File: src/rtl/fifo_pack_pkg.sv
// Shared types and defaults for the FIFO word packer.
// No logic: state encoding and default lane geometry only.
// Imported by fifo_word_packer.
package fifo_pack_pkg;

  localparam int DEF_WIDTH = 8;
  localparam int DEF_LANES = 4;

  // FILL gathers entries from the upstream FIFO, SEND presents the packed word.
  typedef enum logic {
    FILL = 1'b0,
    SEND = 1'b1
  } pack_state_t;

endpackage

File: src/rtl/fifo_word_packer.sv
// Packs `lanes` consecutive sync_fifo entries into one wide word, lane 0 = oldest entry.
// Latency: 1-cycle FIFO read latency per entry; word valid the cycle after the last capture.
// Backpressure: word held stable until out_ready; no FIFO reads are issued while a word waits.
module fifo_word_packer
  import fifo_pack_pkg::*;
#(
  parameter int width = DEF_WIDTH,
  parameter int lanes = DEF_LANES
) (
  input  logic                       clk,
  input  logic                       rst,
  input  logic                       empty,
  input  logic [width-1:0]           data_out,
  output logic                       r_en,
  input  logic                       flush,
  output logic [width*lanes-1:0]     out_data,
  output logic                       out_valid,
  input  logic                       out_ready,
  output logic [$clog2(lanes+1)-1:0] out_count
);

  localparam int            CW      = $clog2(lanes + 1);
  localparam logic [CW-1:0] LANES_C = CW'(lanes);
  localparam logic [CW-1:0] ONE_C   = CW'(1);

  pack_state_t            r_state;
  pack_state_t            w_state_nxt;
  logic [CW-1:0]          r_cnt;
  logic [CW-1:0]          w_cnt_nxt;
  logic [CW-1:0]          w_cnt_sum;
  logic                   r_inflight;
  logic                   r_flush_pend;
  logic                   w_flush_pend_nxt;
  logic                   w_flush_take;
  logic [width*lanes-1:0] r_data;
  logic [width*lanes-1:0] w_data_nxt;
  logic                   r_valid;
  logic                   w_valid_nxt;
  logic [CW-1:0]          r_count;
  logic [CW-1:0]          w_count_nxt;
  logic                   w_r_en;

  // Lanes already captured plus the one whose read data arrives next cycle.
  assign w_cnt_sum = r_cnt + CW'(r_inflight);

  // Reads only while filling, with room left and no flush draining; held off during reset.
  assign w_r_en = rst && (r_state == FILL) && !empty && !r_flush_pend &&
                  (w_cnt_sum < LANES_C);

  // A flush only matters when there is, or soon will be, something to send.
  assign w_flush_take = flush && (r_state == FILL) && ((r_cnt != '0) || r_inflight);

  assign r_en      = w_r_en;
  assign out_data  = r_data;
  assign out_valid = r_valid;
  assign out_count = r_count;

  // Next-state, lane capture and output-word bookkeeping.
  always_comb begin
    w_state_nxt      = r_state;
    w_cnt_nxt        = r_cnt;
    w_flush_pend_nxt = r_flush_pend;
    w_data_nxt       = r_data;
    w_valid_nxt      = r_valid;
    w_count_nxt      = r_count;

    case (r_state)
      FILL: begin
        // Read data from last cycle's r_en lands in the next free lane.
        if (r_inflight) begin
          w_cnt_nxt = r_cnt + ONE_C;
          for (int i = 0; i < lanes; i++) begin
            if (r_cnt == CW'(i)) begin
              w_data_nxt[i*width +: width] = data_out;
            end
          end
        end
        if (w_flush_take) begin
          w_flush_pend_nxt = 1'b1;
        end
        // Full word, or a flush with nothing left in flight (a read issued in the
        // flush cycle itself is still collected before sending).
        if ((w_cnt_nxt == LANES_C) ||
            ((r_flush_pend || w_flush_take) && !w_r_en)) begin
          w_state_nxt      = SEND;
          w_valid_nxt      = 1'b1;
          w_count_nxt      = w_cnt_nxt;
          w_flush_pend_nxt = 1'b0;
        end
      end
      SEND: begin
        // Handshake: clear the lanes so a later partial word reads zero above out_count.
        if (out_ready) begin
          w_state_nxt      = FILL;
          w_cnt_nxt        = '0;
          w_flush_pend_nxt = 1'b0;
          w_data_nxt       = '0;
          w_valid_nxt      = 1'b0;
          w_count_nxt      = '0;
        end
      end
      default: begin
        w_state_nxt = FILL;
      end
    endcase
  end

  // State and datapath registers with synchronous active-low reset.
  always_ff @(posedge clk) begin
    if (!rst) begin
      r_state      <= FILL;
      r_cnt        <= '0;
      r_inflight   <= 1'b0;
      r_flush_pend <= 1'b0;
      r_data       <= '0;
      r_valid      <= 1'b0;
      r_count      <= '0;
    end else begin
      r_state      <= w_state_nxt;
      r_cnt        <= w_cnt_nxt;
      r_inflight   <= w_r_en;
      r_flush_pend <= w_flush_pend_nxt;
      r_data       <= w_data_nxt;
      r_valid      <= w_valid_nxt;
      r_count      <= w_count_nxt;
    end
  end

endmodule

File: config.mk
export PLATFORM = sky130hd
export DESIGN_NAME = fifo_word_packer
export DESIGN_NICKNAME = d
export VERILOG_FILES = /design/src/rtl/fifo_pack_pkg.sv /design/src/rtl/fifo_word_packer.sv
export SDC_FILE = /design/constraint.sdc
export NUM_CORES = 1
export LEC_CHECK = 0
export ABC_AREA = 1
export BUFFER_PORTS_ARGS = -buffer_cell sky130_fd_sc_hd__buf_4
export CAP_MARGIN = 30
export CORE_MARGIN = 2
export CORE_UTILIZATION = 51
export DETAILED_ROUTE_END_ITERATION = 6
export PLACE_DENSITY = 0.78
export SETUP_SLACK_MARGIN = 0.4
export SLEW_MARGIN = 20
export SYNTH_ARGS = -nofsm -noshare
export SYNTH_HDL_FRONTEND = slang
export SYNTH_SLANG_ARGS = --single-unit
File: constraint.sdc
create_clock -name clk -period 1.85 [get_ports clk]
set_input_delay 0.37 -clock clk [delete_from_list [all_inputs] [get_ports clk]]
set_output_delay 0.37 -clock clk [all_outputs]
set_load 0.01 [all_outputs]
==> summary.log <==
[detailed_routing] ratio of routed vias to standard cells 5.22
[yosys] synthesized net count 219
[power_and_ir_drop] logic gate share of total power 0.392
[timing] RSZ-0062 raised after global routing yes
[yosys] multiplexer share of the synthesized area 0
[clocking] Num Clock Sinks 42
[die] DIE AREA 0.00395 mm2
[place] final weighted congestion in routability-driven placement 0.874
[yosys] post-synthesis share of cell area spent on full adders, half adders and majority gates 0.0425
[global_routing] maximum number of pins on one net before global-route repair 31
[detailed_routing] average wire per cell in the routed design 14.3 um
[clocking] Clk pin slew, worst setup/hold paths 0.12 ns
[timing] number of slew-limit violations in the final report 0
[yosys] largest family of logic cells by synthesized area compound AO/OA/AOI/OAI gates
[global_routing] via count of the first global-routing pass 1471
[worst_hold_path] min-delay worst type in2reg
[power_and_ir_drop] Lkg Pwr 1.11 nW
[setup_path] type of element capturing the critical path flip-flop
[flow_run] total of max-cap violations 0
[yosys] xor/xnor share of the synthesized area 0
[die] Rows 21
[worst_hold_path] hold path startpoint out_ready
[timing] slew at the pin with the worst max-slew slack 0.527 ns
[clocking] CTS Root Buffer Type sky130_fd_sc_hd__clkbuf_4
[timing] Hold Fails Final Rpt 0
[power_and_ir_drop] total power divided by cell area 1130 mW/mm2
[detailed_routing] initial detailed-routing violation count 78
[setup_path] kind of launch point of the worst setup path flip-flop
[setup_path] reg-to-reg slack, setup 0.24 ns
[yosys] register area share after synthesis 0.476
[timing] share of the cycle needed by the critical path after routing 0.872
[setup_path] reg-to-reg startpoint r_cnt[0]$_SDFFE_PN0P_
[worst_hold_path] Hold Path End r_cnt[0]$_SDFFE_PN0P_
[global_routing] total congestion overflow after global routing 0
[layout] count of antenna diodes in the layout 0
[power_and_ir_drop] share of power burned in the clock network 0.204
[timing] smallest hold slack 0.332 ns
[die] floorplan die height 62.8 um
[yosys] synthesized netlist cell count 200
[clocking] CTS tree done
[timing] Tmin final 1.61 ns
[place] IO buf count 49
[layout] area of all sequential standard cells 857 um2
[timing] highest clock frequency the design can meet 620 MHz
[detailed_routing] Via Count 1622
[detailed_routing] drt first pass iters 4
[place] placed cell area 0.00213 mm2
[power_and_ir_drop] worst voltage drop across the vdd grid 0.738 mV
[power_and_ir_drop] net switching power figure 0.979 mW
[global_routing] initial antenna violation count 0
[die] Std-Cell Core Area 0.00334 mm2
[global_routing] aggregate global-route resource usage 0.233
[setup_path] type of the worst setup path reg2reg
[layout] Non-Filler Cell Area, Final 0.00253 mm2
[die] top-level port count 50
[clocking] worst skew pair latency 0.35 ns
[detailed_routing] wire length after detailed routing 4.45 mm
[yosys] yosys warns 0
[yosys] number of storage elements in the synthesis netlist 42
[status] outcome finished, final reports clean
[yosys] number of different library cells in the post-synthesis netlist 26
[layout] ratio of cells with drive above 1 in the final layout 0.457
[yosys] synthesized-area fraction occupied by ao, oa, aoi and oai cells 0.257
[clocking] H-tree depth 2
[setup_path] Required @ worst endpoint 2.14 ns
[worst_hold_path] number of cells on the worst hold path 4
[layout] relative area change from synthesis to final layout 43.5%
[die] x dimension of the die 62.8 um
[clocking] total CTS buffers 5
[power_and_ir_drop] share of power burned in registers 0.404
[timing] setup TNS after final layout 0 ns
[detailed_routing] post-route antenna net violation count 0
[yosys] fraction of the mapped netlist area in simple logic gates 0.152
[clocking] largest buffer count on any clock path 2
[layout] Nets 283
[layout] count of fill cells added during filler insertion 245
[place] total half-perimeter wirelength after legalization and detailed placement 2.76 mm
[timing] normalized max-slew margin 0.649
[setup_path] arrival time of the worst setup path 1.90 ns
[setup_path] crit path max fanout 3
[global_routing] global-route wire length before repair 7.12 mm
[power_and_ir_drop] fraction of power spent switching nets 0.342
[yosys] synthesized area 0.00177 mm2
[setup_path] endpoint of the worst-slack reg-to-reg timing path out_count[2]$_SDFFE_PN0P_
[setup_path] Worst R2R Path Depth 12
[yosys] mean instance size in the synthesized netlist 8.83 um2
[timing] Clock Skews 0.00499 ns
[detailed_routing] DRC violation count after routing 0
[die] starting density of the core 0.529
[layout] multi-input logic area 897 um2
[timing] endpoints failing setup 0
[power_and_ir_drop] Int Power 1.88 mW
cell type report:
| type | instances | share of cell area |
|---|---|---|
| clock buffers | 6 | 0.0163 |
| clock inverters | 2 | 0.0148 |
| repair buffers | 66 | 0.228 |
| well taps | 46 | 0.0227 |
| repair inverters | 1 | 0.00148 |
| flip-flops and latches | 42 | 0.338 |
| multi-input cells | 134 | 0.354 |
| inverters | 14 | 0.0247 |
stage by stage:
stage | worst slack, ns | power, mW | instances | util
global placement | 0.295 | 1.97 | 285 | 0.640
finish | 0.238 | 2.86 | 311 | 0.759
floorplan | 0.435 | 1.70 | 200 | -
detailed placement | 0.256 | 1.98 | 285 | 0.640
CTS | 0.250 | 2.81 | 308 | 0.742
global route | 0.141 | 3.02 | 311 | 0.759
cells by family after synthesis:
family | count (synthesis)
AOI/OAI and AO/OA | 72
and+or+nand+nor | 56
DFF | 42
buffers and inverters | 24
adders and majority gates | 6
layout by cell type, fill, tap and decap left out, types with 2 or more instances in the layout:
cell type | Yosys | final
sky130_fd_sc_hd__a211oi_2 | 5 | 5
sky130_fd_sc_hd__dfxtp_1 | 42 | 37
sky130_fd_sc_hd__ha_1 | 6 | 2
sky130_fd_sc_hd__buf_4 | 1 | 58
sky130_fd_sc_hd__a21oi_2 | 5 | 5
sky130_fd_sc_hd__o21ai_0 | 25 | 24
sky130_fd_sc_hd__buf_6 | 4 | 3
sky130_fd_sc_hd__nand2_1 | 30 | 27
sky130_fd_sc_hd__clkbuf_4 | 0 | 5
sky130_fd_sc_hd__nand2_4 | 1 | 4
sky130_fd_sc_hd__nand2_2 | 7 | 7
sky130_fd_sc_hd__dfxtp_4 | 0 | 4
sky130_fd_sc_hd__a21oi_1 | 30 | 30
sky130_fd_sc_hd__buf_12 | 0 | 4
sky130_fd_sc_hd__nor2_1 | 7 | 7
sky130_fd_sc_hd__ha_4 | 0 | 4
sky130_fd_sc_hd__inv_2 | 4 | 5
sky130_fd_sc_hd__nand3_1 | 6 | 3
sky130_fd_sc_hd__o21ai_4 | 3 | 4
sky130_fd_sc_hd__inv_1 | 10 | 8
sky130_fd_sc_hd__o21ai_1 | 3 | 3
sky130_fd_sc_hd__nand3_2 | 2 | 5
state kept, by name, indices dropped and copies added, names as in the netlist:
signal / flops
out_count: 3
out_data: 32
out_valid: 1
r_cnt: 3
r_flush_pend: 1
r_inflight: 1
r_state: 1
power by group through the flow:
stage                     logic (mW)  clock network, mW  registers (mW)
after floorplan                0.482                  0            1.22
after CTS                       1.06              0.588            1.16
after global placement         0.799                  0            1.17
after detailed placement       0.818                  0            1.17
after global routing            1.22              0.630            1.18
final                           1.12              0.583            1.16
critical path: stages (launching register included):
cell and delay (ns):
sky130_fd_sc_hd__dfxtp_4 0.39, sky130_fd_sc_hd__ha_4 0.13, sky130_fd_sc_hd__nand2_1 0.05, sky130_fd_sc_hd__nand2_1 0.07, sky130_fd_sc_hd__nand3_2 0.10, sky130_fd_sc_hd__buf_4 0.14, sky130_fd_sc_hd__buf_4 0.12, sky130_fd_sc_hd__buf_4 0.14
sky130_fd_sc_hd__nand2_4 0.06, sky130_fd_sc_hd__nand3_2 0.10, sky130_fd_sc_hd__nand2_4 0.09, sky130_fd_sc_hd__nand2_2 0.05, sky130_fd_sc_hd__a21oi_2 0.12
per-layer routing:
| metal | track usage | share of wire | vias to the layer above |
|---|---|---|---|
| li1 | - | - | 809 |
| met1 | 0.298 | 0.41 | 744 |
| met2 | 0.383 | 0.50 | 60 |
| met3 | 0.0523 | 0.072 | 9 |
| met4 | 0.0833 | 0.015 | 0 |
| met5 | 0 | 0 | - |
worst max path at each step:
stage / start / endpoint / slack, ns / cells past startpoint
after CTS: r_cnt[0]$_SDFFE_PN0P_ / r_flush_pend$_SDFFE_PN0P_ / 0.25 / 8
after floorplan: r_cnt[1]$_SDFFE_PN0P_ / r_flush_pend$_SDFFE_PN0P_ / 0.43 / 7
after global placement: r_state$_SDFF_PN0_ / out_data[1]$_SDFFE_PN0P_ / 0.30 / 5
final: r_cnt[0]$_SDFFE_PN0P_ / out_count[2]$_SDFFE_PN0P_ / 0.24 / 12
after detailed placement: r_state$_SDFF_PN0_ / out_data[5]$_SDFFE_PN0P_ / 0.26 / 5
after global routing: r_cnt[0]$_SDFFE_PN0P_ / out_count[2]$_SDFFE_PN0P_ / 0.14 / 12
what timing repair did:
action                                  in CTS  in global routing
resized for setup                           27                  7
hold buffers                                 0                  0
cloned                                       2                  0
endpoints found under the setup margin      31                 40
buffers inserted                            13                  3
pin swaps                                   12                  6
cell usage after synthesis:
| cell | instances | area [um2] |
|---|---|---|
| sky130_fd_sc_hd__buf_4 | 1 | 7.51 |
| sky130_fd_sc_hd__a211oi_2 | 5 | 62.6 |
| sky130_fd_sc_hd__dfxtp_1 | 42 | 841 |
| sky130_fd_sc_hd__clkbuf_1 | 2 | 7.51 |
| sky130_fd_sc_hd__and3_1 | 1 | 6.26 |
| sky130_fd_sc_hd__nand3_1 | 6 | 30.0 |
| sky130_fd_sc_hd__inv_1 | 10 | 37.5 |
| sky130_fd_sc_hd__a21oi_2 | 5 | 43.8 |
| sky130_fd_sc_hd__nand3_2 | 2 | 20.0 |
| sky130_fd_sc_hd__nand2_2 | 7 | 43.8 |
| sky130_fd_sc_hd__o21ai_1 | 3 | 15.0 |
| sky130_fd_sc_hd__o21ai_0 | 25 | 125 |
| sky130_fd_sc_hd__clkbuf_2 | 1 | 5.00 |
| sky130_fd_sc_hd__inv_2 | 4 | 15.0 |
| sky130_fd_sc_hd__o21ai_4 | 3 | 48.8 |
| sky130_fd_sc_hd__nor2_1 | 7 | 26.3 |
| sky130_fd_sc_hd__o21ai_2 | 1 | 8.76 |
| sky130_fd_sc_hd__buf_1 | 1 | 3.75 |
| sky130_fd_sc_hd__buf_6 | 4 | 45.0 |
| sky130_fd_sc_hd__buf_2 | 1 | 5.00 |
| sky130_fd_sc_hd__nand2_1 | 30 | 113 |
| sky130_fd_sc_hd__a21oi_1 | 30 | 150 |
| sky130_fd_sc_hd__ha_1 | 6 | 75.1 |
| sky130_fd_sc_hd__nand3b_1 | 1 | 7.51 |
| sky130_fd_sc_hd__nand2_4 | 1 | 11.3 |
| sky130_fd_sc_hd__nor2_4 | 1 | 11.3 |
No activity file was read; power rests on OpenSTA's default activity.
